--- config.mk ---
export PLATFORM = sky130hd
export DESIGN_NAME = fulladd
export DESIGN_NICKNAME = d
export VERILOG_FILES = /design/src/rtl/fulladd.sv
export SDC_FILE = /design/constraint.sdc
export NUM_CORES = 1
export LEC_CHECK = 0
export CAP_MARGIN = 10
export CORE_AREA = 2 2 39 41
export CTS_BUF_LIST = sky130_fd_sc_hd__clkbuf_2
export DETAILED_ROUTE_END_ITERATION = 8
export DIE_AREA = 0 0 41 43
export PLACE_DENSITY_LB_ADDON = 0.08
export SLEW_MARGIN = 20
export SYNTH_ARGS = -nofsm -noshare
export SYNTH_HDL_FRONTEND = slang
export SYNTH_SLANG_ARGS = --single-unit
--- constraint.sdc ---
create_clock -name clk -period 0.94 [get_ports clk]
set_input_delay 0.141 -clock clk [delete_from_list [all_inputs] [get_ports clk]]
set_output_delay 0.141 -clock clk [all_outputs]
set_load 0.01 [all_outputs]
--- src/rtl/fulladd.sv ---
// -----------------------------------------------------------------------------
// fulladd
//   WIDTH-bit ripple-carry adder with registered outputs:
//   {Cout, s} = x + y + Cin. The sum is not truncated because the carry out
//   of the top bit is kept. With WIDTH=1 the block is a single full-adder cell.
//   The result registers load only on cycles where in_valid is high, and the
//   out_valid flag marks that the registers hold a freshly accepted result.
//
// Ports
//   clk        in   1      single clock; all state changes on its rising edge
//   rst        in   1      synchronous, active-high reset; wins over in_valid
//   in_valid   in   1      Cin/x/y carry a new operand set this cycle
//   Cin        in   1      carry into bit 0
//   x          in   WIDTH  operand A (unsigned)
//   y          in   WIDTH  operand B (unsigned)
//   s          out  WIDTH  registered sum bits (wraps modulo 2^WIDTH)
//   Cout       out  1      registered carry out of bit WIDTH-1
//   out_valid  out  1      high for one cycle after each accepted input
// -----------------------------------------------------------------------------
module fulladd #(
    parameter int WIDTH = 1
) (
    input  logic             clk,
    input  logic             rst,
    input  logic             in_valid,
    input  logic             Cin,
    input  logic [WIDTH-1:0] x,
    input  logic [WIDTH-1:0] y,
    output logic [WIDTH-1:0] s,
    output logic             Cout,
    output logic             out_valid
);

    // carry[i] is the carry into bit i; carry[WIDTH] is the carry out.
    logic [WIDTH:0]   carry;
    logic [WIDTH-1:0] sum_next;

    logic [WIDTH-1:0] s_reg;
    logic             cout_reg;
    logic             valid_reg;

    // The carry chain is built in one process so that each bit is written
    // before the next bit reads it. This keeps the ripple a plain
    // combinational chain without a self-referencing vector across processes.
    always_comb begin
        carry    = '0;
        carry[0] = Cin;
        for (int i = 0; i < WIDTH; i++) begin
            carry[i+1] = (x[i] & y[i]) | (x[i] & carry[i]) | (y[i] & carry[i]);
        end
    end

    // The sum bits only read the carry chain, so each bit is an independent cell.
    generate
        for (genvar gi = 0; gi < WIDTH; gi++) begin : g_sum_bit
            assign sum_next[gi] = x[gi] ^ y[gi] ^ carry[gi];
        end
    endgenerate

    always_ff @(posedge clk) begin
        if (rst) begin
            s_reg     <= '0;
            cout_reg  <= 1'b0;
            valid_reg <= 1'b0;
        end else begin
            // The result registers hold through idle cycles, so a downstream
            // stage may re-read the last result; only the valid flag drops.
            valid_reg <= in_valid;
            if (in_valid) begin
                s_reg    <= sum_next;
                cout_reg <= carry[WIDTH];
            end
        end
    end

    assign s         = s_reg;
    assign Cout      = cout_reg;
    assign out_valid = valid_reg;

endmodule

Yosys cells after proc, flatten, opt, wreduce, memory -nomap -nowiden
Cells that the tools add are included.

Word-level logic and storage cells: 10. Bits of input ports: 6. Register bits after elaboration: 3. Output and inout port bits: 3.

Bitwise operators: 7.

Operator list (count): AND 1 bit (3); bitwise OR 1 bit (2); XOR 1 bit (2).

Logic depth before layout (Yosys ltp)
Gate-level depths: netlist of the first run.

Depth in word-level cells: 3. Mapped depth: 3. Mapped depth without buffers: 3.

Worst setup path before layout of the first run
No wires, ideal clock.

Path kind: input port to flip-flop. Start: input y. End: register s_reg (netlist: s). Required time: 0.826 ns. Setup time: 0.114 ns. Stages: 3. Path buffers: 0. Arrival: 0.762 ns. Path slack: 0.064 ns. Cells stage by stage: fa_1 -> mux2i_1 -> nor2_1.

Word-level cells in the longest chain between the ends: 2.

Ends and longest elaborated chain: from (decl) (RTL line 28) `input logic [WIDTH-1:0] y,`; XOR 1 bit (2 in series) (RTL line 56) `assign sum_next[gi] = x[gi] ^ y[gi] ^ carry[gi];`; to (signal assigned) (RTL line 70) `s_reg <= sum_next;`; to (decl) (RTL line 38) `logic [WIDTH-1:0] s_reg;`.

Every way passes these cells. A chain may end at the register's enable or synchronous reset.

Final worst setup path of the first run
Start: input Cin. End: register s_reg (netlist: s).

Word-level cells in the longest chain between the ends: 1.

Ends and longest elaborated chain: from (decl) (RTL line 26) `input logic Cin,`; XOR 1 bit (RTL line 56); named net sum_next (RTL line 36) `logic [WIDTH-1:0] sum_next;`.

The timed path passes the listed nets, and every way through them passes these cells.

==> run_results.csv, run 1 <==
group,metric,value,unit
power,p_clk_frac,0.489,
final_layout,multi_input_area,53.8,um2
drt,vias,108,
final_layout,nets,29,
sta,holdWs,0.458,ns
floorplan,num_rows,14,
drt,wire_per_inst,7.84,um
power,combPwrFrac,0.143,
global_route,overflow,0,
worst_setup_path,start_kind,"input port",
worst_hold_path,hold_path_class,"in -> reg",
sta,setup_viol,0,
drt,drc_errors,0,
power,p_per_area,1720,nW/um2
global_route,grt_max_degree,4,
logic_synthesis,syn_nets,16,
placed_design,gp_congestion,0.609,
clock_tree,cts_made_buffers,3,
worst_setup_path,path_buf_inv,1,
logic_synthesis,ys_warn_count,0,
drt,viasPerCell,2.92,
floorplan,dieHeight,43,um
sta,rsz0062_at_grt,"false",
sta,max_freq,1100,MHz
power,p_int,282,uW
flow_run,maxCapViolCount,0,
logic_synthesis,yosysSeqAreaShare,0.527,
final_layout,regArea,60.1,um2
logic_synthesis,syn_area,114,um2
final_layout,n_antenna_cell,0,
power,swShare,0.262,
logic_synthesis,synthCells,9,
worst_setup_path,cp-end-kind,"register",
outcome,status,"finished clean",
worst_setup_path,worstSetupPathType,"in -> reg",
worst_setup_path,critical-path-top-delay-family,"adder cells",
drt,drtIter0Drc,2,
logic_synthesis,yosys.area.top_type,"dfxtp_1",
global_route,grt_pass1_wl,448,um
clock_tree,clk_pin_slew,0.05,ns
sta,skew,0,ns
global_route,antenna_found_initial,0,
floorplan,die_w,41,um
sta,period_minus_slack,0.905,ns
logic_synthesis,yosys.cell_types.count,5,
worst_setup_path,rr_worst_depth,2,
sta,finalMaxSlewViolations,0,
power,seqPwrFrac,0.368,
logic_synthesis,syn_area_per_cell,12.7,um2
sta,setup_slack,0.0345,ns
sta,maxSlewHeadroom,0.919,
worst_setup_path,cp.arrival,1.00,ns
worst_setup_path,critPathMaxFanout,1,
drt,ant_nets,0,
worst_setup_path,cp.depth,4,
drt,routed_wl,290,um
floorplan,die-area,1760,um2
sta,hold_viol,0,
floorplan,pin_count,9,
clock_tree,clock-sinks,3,
worst_setup_path,slowest_stage,"fa_1",
logic_synthesis,synth-seq-cells,3,
placed_design,post-place-ws,-0.440,ns
global_route,track_usage,0.0492,
logic_synthesis,synth_top_area_share,0.527,
floorplan,core,1380,um2
final_layout,fillers,167,
clock_tree,cts_tree,"done",
clock_tree,clk_latency,0.21,ns
worst_setup_path,crit_required,1.04,ns
sta,worst_pin_slew,0.117,ns
clock_tree,htreeDepth,1,
logic_synthesis,synthTopCellsByArea,"dfxtp_1 (53%), fa_1 (18%), mux2i_1 (18%)",
clock_tree,clock_tree.buffer_depth,2,
placed_design,port_buffers,8,
drt,dr.pass1.iters,2,
sta,fin_tns_setup,0,ns
final_layout,drive_gt1_frac,0.286,
power,ir_drop,560,uV
sta,min_period_over_period,0.963,
worst_setup_path,path_cells,"dlygate4sd2_1 > fa_1 > mux2i_1 > nor2_1",
worst_hold_path,whs_path_depth,4,
power,p_switching,100,uW
clock_tree,clockRootBuffer,"clkbuf_2",
power,power_leakage,0.103,nW
floorplan,initial_core_util,0.0823,
global_route,grt_pass1_vias,111,
worst_setup_path,max_stage_delay,0.43,ns
final_layout,area_growth,95.6,%
-- path summary, 6_finish.rpt --
| check | from | end | slack (ns) |
|---|---|---|---|
| setup / recovery | Cin | s | 0.03 |
| hold / removal | y | Cout | 0.46 |
| setup reg to reg | Cout | Cout | 0.36 |
| hold reg to reg | s | s | 0.50 |
-- power by group through the flow --
stage	Sequential, mW	Combinational, mW	Clock [mW]
floorplan	0.148	0.0155	0
global placement	0.143	0.0687	0
detailed placement	0.143	0.0686	0
CTS	0.141	0.0604	0.199
global route	0.142	0.0614	0.208
finish	0.141	0.0549	0.187
-- cell type report --
cell class	count	share of cell area
well taps	16	0.0899
multi-input cells	6	0.242
flip-flops and latches	3	0.270
clock buffers	4	0.0899
repair buffers	8	0.309
-- cell usage after synthesis --
cell,count
mux2i_1,2
fa_1,1
dfxtp_1,3
nor2_1,2
nor2b_1,1
-- worst reg2reg max path, cell delays in order (launching register included) --
cell     delay (ns)
dfxtp_1        0.31
mux2i_1        0.12
nor2_1         0.05
-- kinds of logic (layout without fill, tap and decap cells) --
group                    count (synthesis)  count (layout)  synth area share
multiplexers                             2               2             0.176
buffers and inverters                    0              12                 0
AND/OR/NAND/NOR                          3               3             0.121
flip-flops                               3               3             0.527
adder cells (fa/ha/maj)                  1               1             0.176
-- stage by stage --
step                power (mW)  cells  area (um2)   util
detailed placement       0.212     33         214  0.155
CTS                      0.401     37         231  0.167
global route             0.411     37         223  0.161
finish                   0.382     37         223  0.161
global placement         0.212     33         214  0.155
floorplan                0.163      9         114      -
-- cell usage in the layout (no fill, tap or decap) --
cell and instances:
fa_1 1, nor2_1 2, mux2i_1 2, clkdlybuf4s15_1 3, clkbuf_2 5, nor2b_1 1, buf_2 1, clkdlybuf4s50_1 2
dfxtp_1 3, dlygate4sd2_1 1
-- per-layer routing --
layer | vias to the layer above | global-route usage | share of wire
met1 | 46 | 0.0450 | 0.33
met5 | - | 0 | 0
met2 | 7 | 0.0438 | 0.46
met3 | 2 | 0.0628 | 0.16
met4 | 0 | 0.0600 | 0.045
li1 | 53 | - | -
-- what timing repair did --
action | CTS | global route
pin swaps | 1 | 1
setup buffers | 0 | 0
gates resized for setup | 10 | 4
hold buffers | 0 | 0
setup endpoints to repair | 5 | 4
(Power assumes the default switching activity.)
==> run 2, diff against run 1 <==
- SETUP_SLACK_MARGIN: unset -> 0.3
==> run 2 against run 1 <==
  * Via count decreased by 0.93%
  * Clock power about the same
  * Count of clock-buffer cells in the layout unchanged
  * Sequential cell count unchanged
  * Fmax increased by 16%
  * Clock skew unchanged
  * Die area unchanged
  * Total power increased by 2.5%
  * Critical path type unchanged
==> run_results.csv, run 2 (same netlist as run 1, synthesis figures left out) <==
group,metric,value,unit
worst_setup_path,start_kind,"input port",
sta,setup_viol,0,
clock_tree,clock_tree.buffer_depth,2,
drt,viasPerCell,2.89,
clock_tree,cts_made_buffers,3,
sta,skew,0,ns
clock_tree,cts_tree,"done",
sta,min_period_over_period,0.830,
placed_design,port_buffers,8,
final_layout,area_growth,98.9,%
worst_setup_path,path_cells,"buf_6 > fa_2 > mux2i_1 > nor2_1",
global_route,grt_max_degree,4,
floorplan,initial_core_util,0.0823,
worst_setup_path,slowest_stage,"fa_2",
final_layout,nets,29,
clock_tree,clockRootBuffer,"clkbuf_2",
clock_tree,clk_latency,0.21,ns
worst_setup_path,cp-end-kind,"register",
placed_design,placedCellCount,33,
final_layout,final_cell_mix,"clkbuf_2 (4), buf_2 (3), buf_6 (3)",
floorplan,pin_count,9,
placed_design,post-place-ws,-0.452,ns
sta,max_freq,1280,MHz
drt,wire_per_inst,8.43,um
outcome,status,"finished clean",
placed_design,dpl_cell_area,216,um2
final_layout,layout_commonest_cell,"clkbuf_2",
worst_setup_path,max_stage_delay,0.55,ns
global_route,track_usage,0.0542,
sta,hold_viol,0,
clock_tree,clock-sinks,3,
clock_tree,cts_setup_buffers,0,
floorplan,die_w,41,um
sta,setup_slack,0.160,ns
final_layout,fin_area,226,um2
worst_setup_path,cp.arrival,0.93,ns
global_route,grt_pass1_vias,117,
worst_hold_path,hold_path_class,"in -> reg",
clock_tree,clk_pin_slew,0.05,ns
power,p_per_area,1730,nW/um2
drt,routed_wl,312,um
power,ir_drop,475,uV
sta,maxSlewHeadroom,0.883,
drt,drc_errors,0,
global_route,overflow,0,
floorplan,dieHeight,43,um
clock_tree,postCtsHoldBufs,0,
final_layout,drive_gt1_frac,0.619,
global_route,grt_pass1_wl,469,um
sta,period_minus_slack,0.780,ns
drt,vias,107,
sta,rsz0062_at_grt,"true",
sta,finalMaxSlewViolations,0,
sta,worst_pin_slew,0.175,ns
worst_setup_path,crit_required,1.09,ns
worst_setup_path,critPathMaxFanout,1,
power,power_leakage,0.106,nW
global_route,antenna_found_initial,0,
final_layout,final-instance-count-excl-fill,37,
worst_setup_path,worstSetupPathType,"in -> reg",
floorplan,die-area,1760,um2
floorplan,num_rows,14,
drt,dr.pass1.iters,1,
clock_tree,htreeDepth,1,
final_layout,fillers,158,
final_layout,n_antenna_cell,0,
placed_design,gp_congestion,0.606,
flow_run,maxCapViolCount,0,
drt,drtIter0Drc,0,
floorplan,core,1380,um2
drt,ant_nets,0,
[run 2: cell count changes in the layout (fill, tap and decap cells not counted)]
cell / delta
fa_1: -1
buf_2: +2
clkbuf_2: -1
fa_2: +1
clkdlybuf4s15_1: -3
dfxtp_1: -2
buf_6: +3
dfxtp_2: +2
clkdlybuf4s50_1: -1
[run 2: metrics by stage]
stage	util	power [mW]	TNS, ns	hold slack (ns)
after floorplan	-	0.164	0	0.208
after global placement	0.156	0.213	-0.885	0.482
after detailed placement	0.156	0.214	-0.884	0.491
after CTS	0.164	0.405	0	0.368
after global routing	0.164	0.429	0	0.372
final	0.164	0.392	0	0.366
[run 2: cell type report]
class                      count  area (um2)  area share
clock buffer                   4        20.0      0.0884
timing repair buffer           8        67.6       0.298
sequential                     3        62.6       0.276
multi-input combinational      6        56.3       0.249
tap                           16        20.0      0.0884
[run 2: path summary, 6_finish.rpt]
path         start  end  slack, ns  cells past startpoint
max reg2reg      s    s       0.35                      2
max              y    s       0.16                      4
min reg2reg      s    s       0.49                      2
min              y    s       0.37                      4
[run 2: critical path: cells and delay by family]
kind                       cells  cell delay, ns
buffers and inverters          1            0.09
and+or+nand+nor                1            0.08
adders and majority gates      1            0.55
muxes                          1            0.07
[run 2: layer usage]
metal,global-route usage,part of all wire,up-vias
li1,-,-,52
met1,0.0418,0.43,45
met2,0.0531,0.43,8
met3,0.0471,0.12,2
met4,0.100,0.026,0
met5,0,0,-
[run 2: timing repair]
action / CTS / global route
setup endpoints to repair: 6 / 5
gates cloned: 0 / 0
resized for setup: 30 / 0
pin swaps: 3 / 1
[run 2: report_power, final]
part	switching [mW]	leakage [nW]	internal (mW)	total [mW]
clock network	0.0741	0.0166	0.112	0.186
logic	0.0237	0.0642	0.0385	0.0622
registers	0.00498	0.0256	0.138	0.143
==> run 3, diff against run 2 <==
- clock period: 0.94 -> 0.8 ns (I/O delays scaled with it)
==> run 3 against run 2 <==
  * Total power up 16%
  * Die area unchanged
  * Via count up 2.8%
  * Cell count unchanged
  * Critical path type unchanged
  * Largest power group unchanged
==> run_results.csv, run 3 (same netlist as run 1, synthesis figures left out) <==
group,metric,value,unit
drt,ant_nets,0,
drt,highest_layer,"met3",
power,combPwrFrac,0.154,
final_layout,drive_gt1_frac,0.619,
floorplan,die_w,41,um
sta,worst_pin_slew,0.124,ns
placed_design,dpl_cell_area,216,um2
sta,hold_viol,0,
sta,min_period_over_period,0.947,
drt,viasPerCell,2.97,
floorplan,core,1380,um2
sta,rsz0062_at_grt,"true",
clock_tree,clk_pin_slew,0.04,ns
worst_setup_path,max_stage_delay,0.55,ns
outcome,status,"finished clean",
clock_tree,cts_tree,"done",
final_layout,layout_commonest_cell,"clkbuf_2",
final_layout,final-instance-count-excl-fill,37,
worst_setup_path,path_cells,"buf_6 > fa_2 > mux2i_1 > nor2_1",
power,p_clk_frac,0.475,
global_route,antenna_found_initial,0,
global_route,grt_pass1_wl,386,um
clock_tree,htreeDepth,1,
sta,skew,0,ns
drt,drt-met1-wl,114,um
global_route,overflow,0,
drt,wl_met3,46,um
worst_setup_path,path_buf_inv,1,
drt,drc_errors,0,
worst_hold_path,hold_path_class,"in -> reg",
final_layout,n_antenna_cell,0,
worst_setup_path,cp.arrival,0.90,ns
global_route,grt_pass1_vias,96,
power,p_per_area,2020,nW/um2
power,p_int,337,uW
global_route,track_usage,0.0451,
floorplan,pin_count,9,
floorplan,dieHeight,43,um
final_layout,area_growth,97.8,%
power,power_leakage,0.108,nW
worst_setup_path,start_kind,"input port",
sta,period_minus_slack,0.758,ns
drt,dr.pass1.iters,5,
power,swShare,0.257,
power,p_total,454,uW
sta,fin_tns_setup,0,ns
sta,maxSlewHeadroom,0.915,
power,seqPwrFrac,0.371,
clock_tree,clk_latency,0.21,ns
sta,setup_viol,0,
placed_design,gp_congestion,0.604,
worst_setup_path,slowest_stage,"fa_2",
drt,routed_wl,286,um
clock_tree,cts_made_buffers,3,
final_layout,nets,29,
clock_tree,cts_setup_buffers,0,
worst_setup_path,crit_required,0.94,ns
floorplan,num_rows,14,
drt,dr_wl_met2,124,um
final_layout,final_cell_mix,"clkbuf_2 (4), buf_2 (3), buf_6 (3)",
placed_design,placedCellCount,33,
worst_setup_path,critPathMaxFanout,1,
final_layout,fin_area,225,um2
sta,max_freq,1320,MHz
flow_run,maxCapViolCount,0,
drt,vias,110,
drt,wire_per_inst,7.73,um
global_route,grt_max_degree,4,
floorplan,initial_core_util,0.0823,
sta,finalMaxSlewViolations,0,
drt,drtIter0Drc,5,
clock_tree,clockRootBuffer,"clkbuf_2",
clock_tree,clock-sinks,3,
clock_tree,clock_tree.buffer_depth,2,
worst_setup_path,cp-end-kind,"register",
worst_setup_path,worstSetupPathType,"in -> reg",
power,ir_drop,573,uV
clock_tree,postCtsHoldBufs,0,
power,p_switching,117,uW
floorplan,die-area,1760,um2
placed_design,port_buffers,8,
worst_setup_path,critical-path-top-delay-family,"adder cells",
final_layout,final_util,0.163,
[run 3: repair_timing]
item,4_1_cts,5_1_grt
pin swaps,3,1
cloned,0,0
gates resized for setup,31,0
setup endpoints to repair,6,5
[run 3: routing by layer]
metal | vias to the layer above | GRT usage
li1 | 52 | -
met1 | 49 | 0.0383
met2 | 9 | 0.0375
met3 | 0 | 0.0628
met4 | 0 | 0.0600
met5 | - | 0
[run 3: area by class of cell]
type / count / area, um2
multi-input cells: 6 / 56.3
clock buffers: 4 / 20.0
flip-flops and latches: 3 / 62.6
fillers: 167 / 1160
well taps: 16 / 20.0
repair buffers: 8 / 66.3
[run 3: worst paths after layout]
kind	start	to	slack [ns]	depth (start not counted)
min reg2reg	s	s	0.49	2
max reg2reg	Cout	Cout	0.20	2
max	y	s	0.04	4
min	rst	s	0.26	2
[run 3: power by group through the flow]
stage | logic (mW) | clock network [mW] | registers (mW)
after global routing | 0.0802 | 0.241 | 0.170
after floorplan | 0.0186 | 0 | 0.173
final | 0.0701 | 0.216 | 0.168
after detailed placement | 0.0821 | 0 | 0.168
after CTS | 0.0728 | 0.230 | 0.168
after global placement | 0.0824 | 0 | 0.168
[run 3: stage by stage]
step           worst slack (ns)  hold slack [ns]
6_report                 0.0423            0.261
5_1_grt                 0.00322            0.250
4_1_cts                  0.0277            0.234
3_5_place_dp             -0.563            0.485
3_3_place_gp             -0.568            0.481
2_1_floorplan           -0.0429            0.187
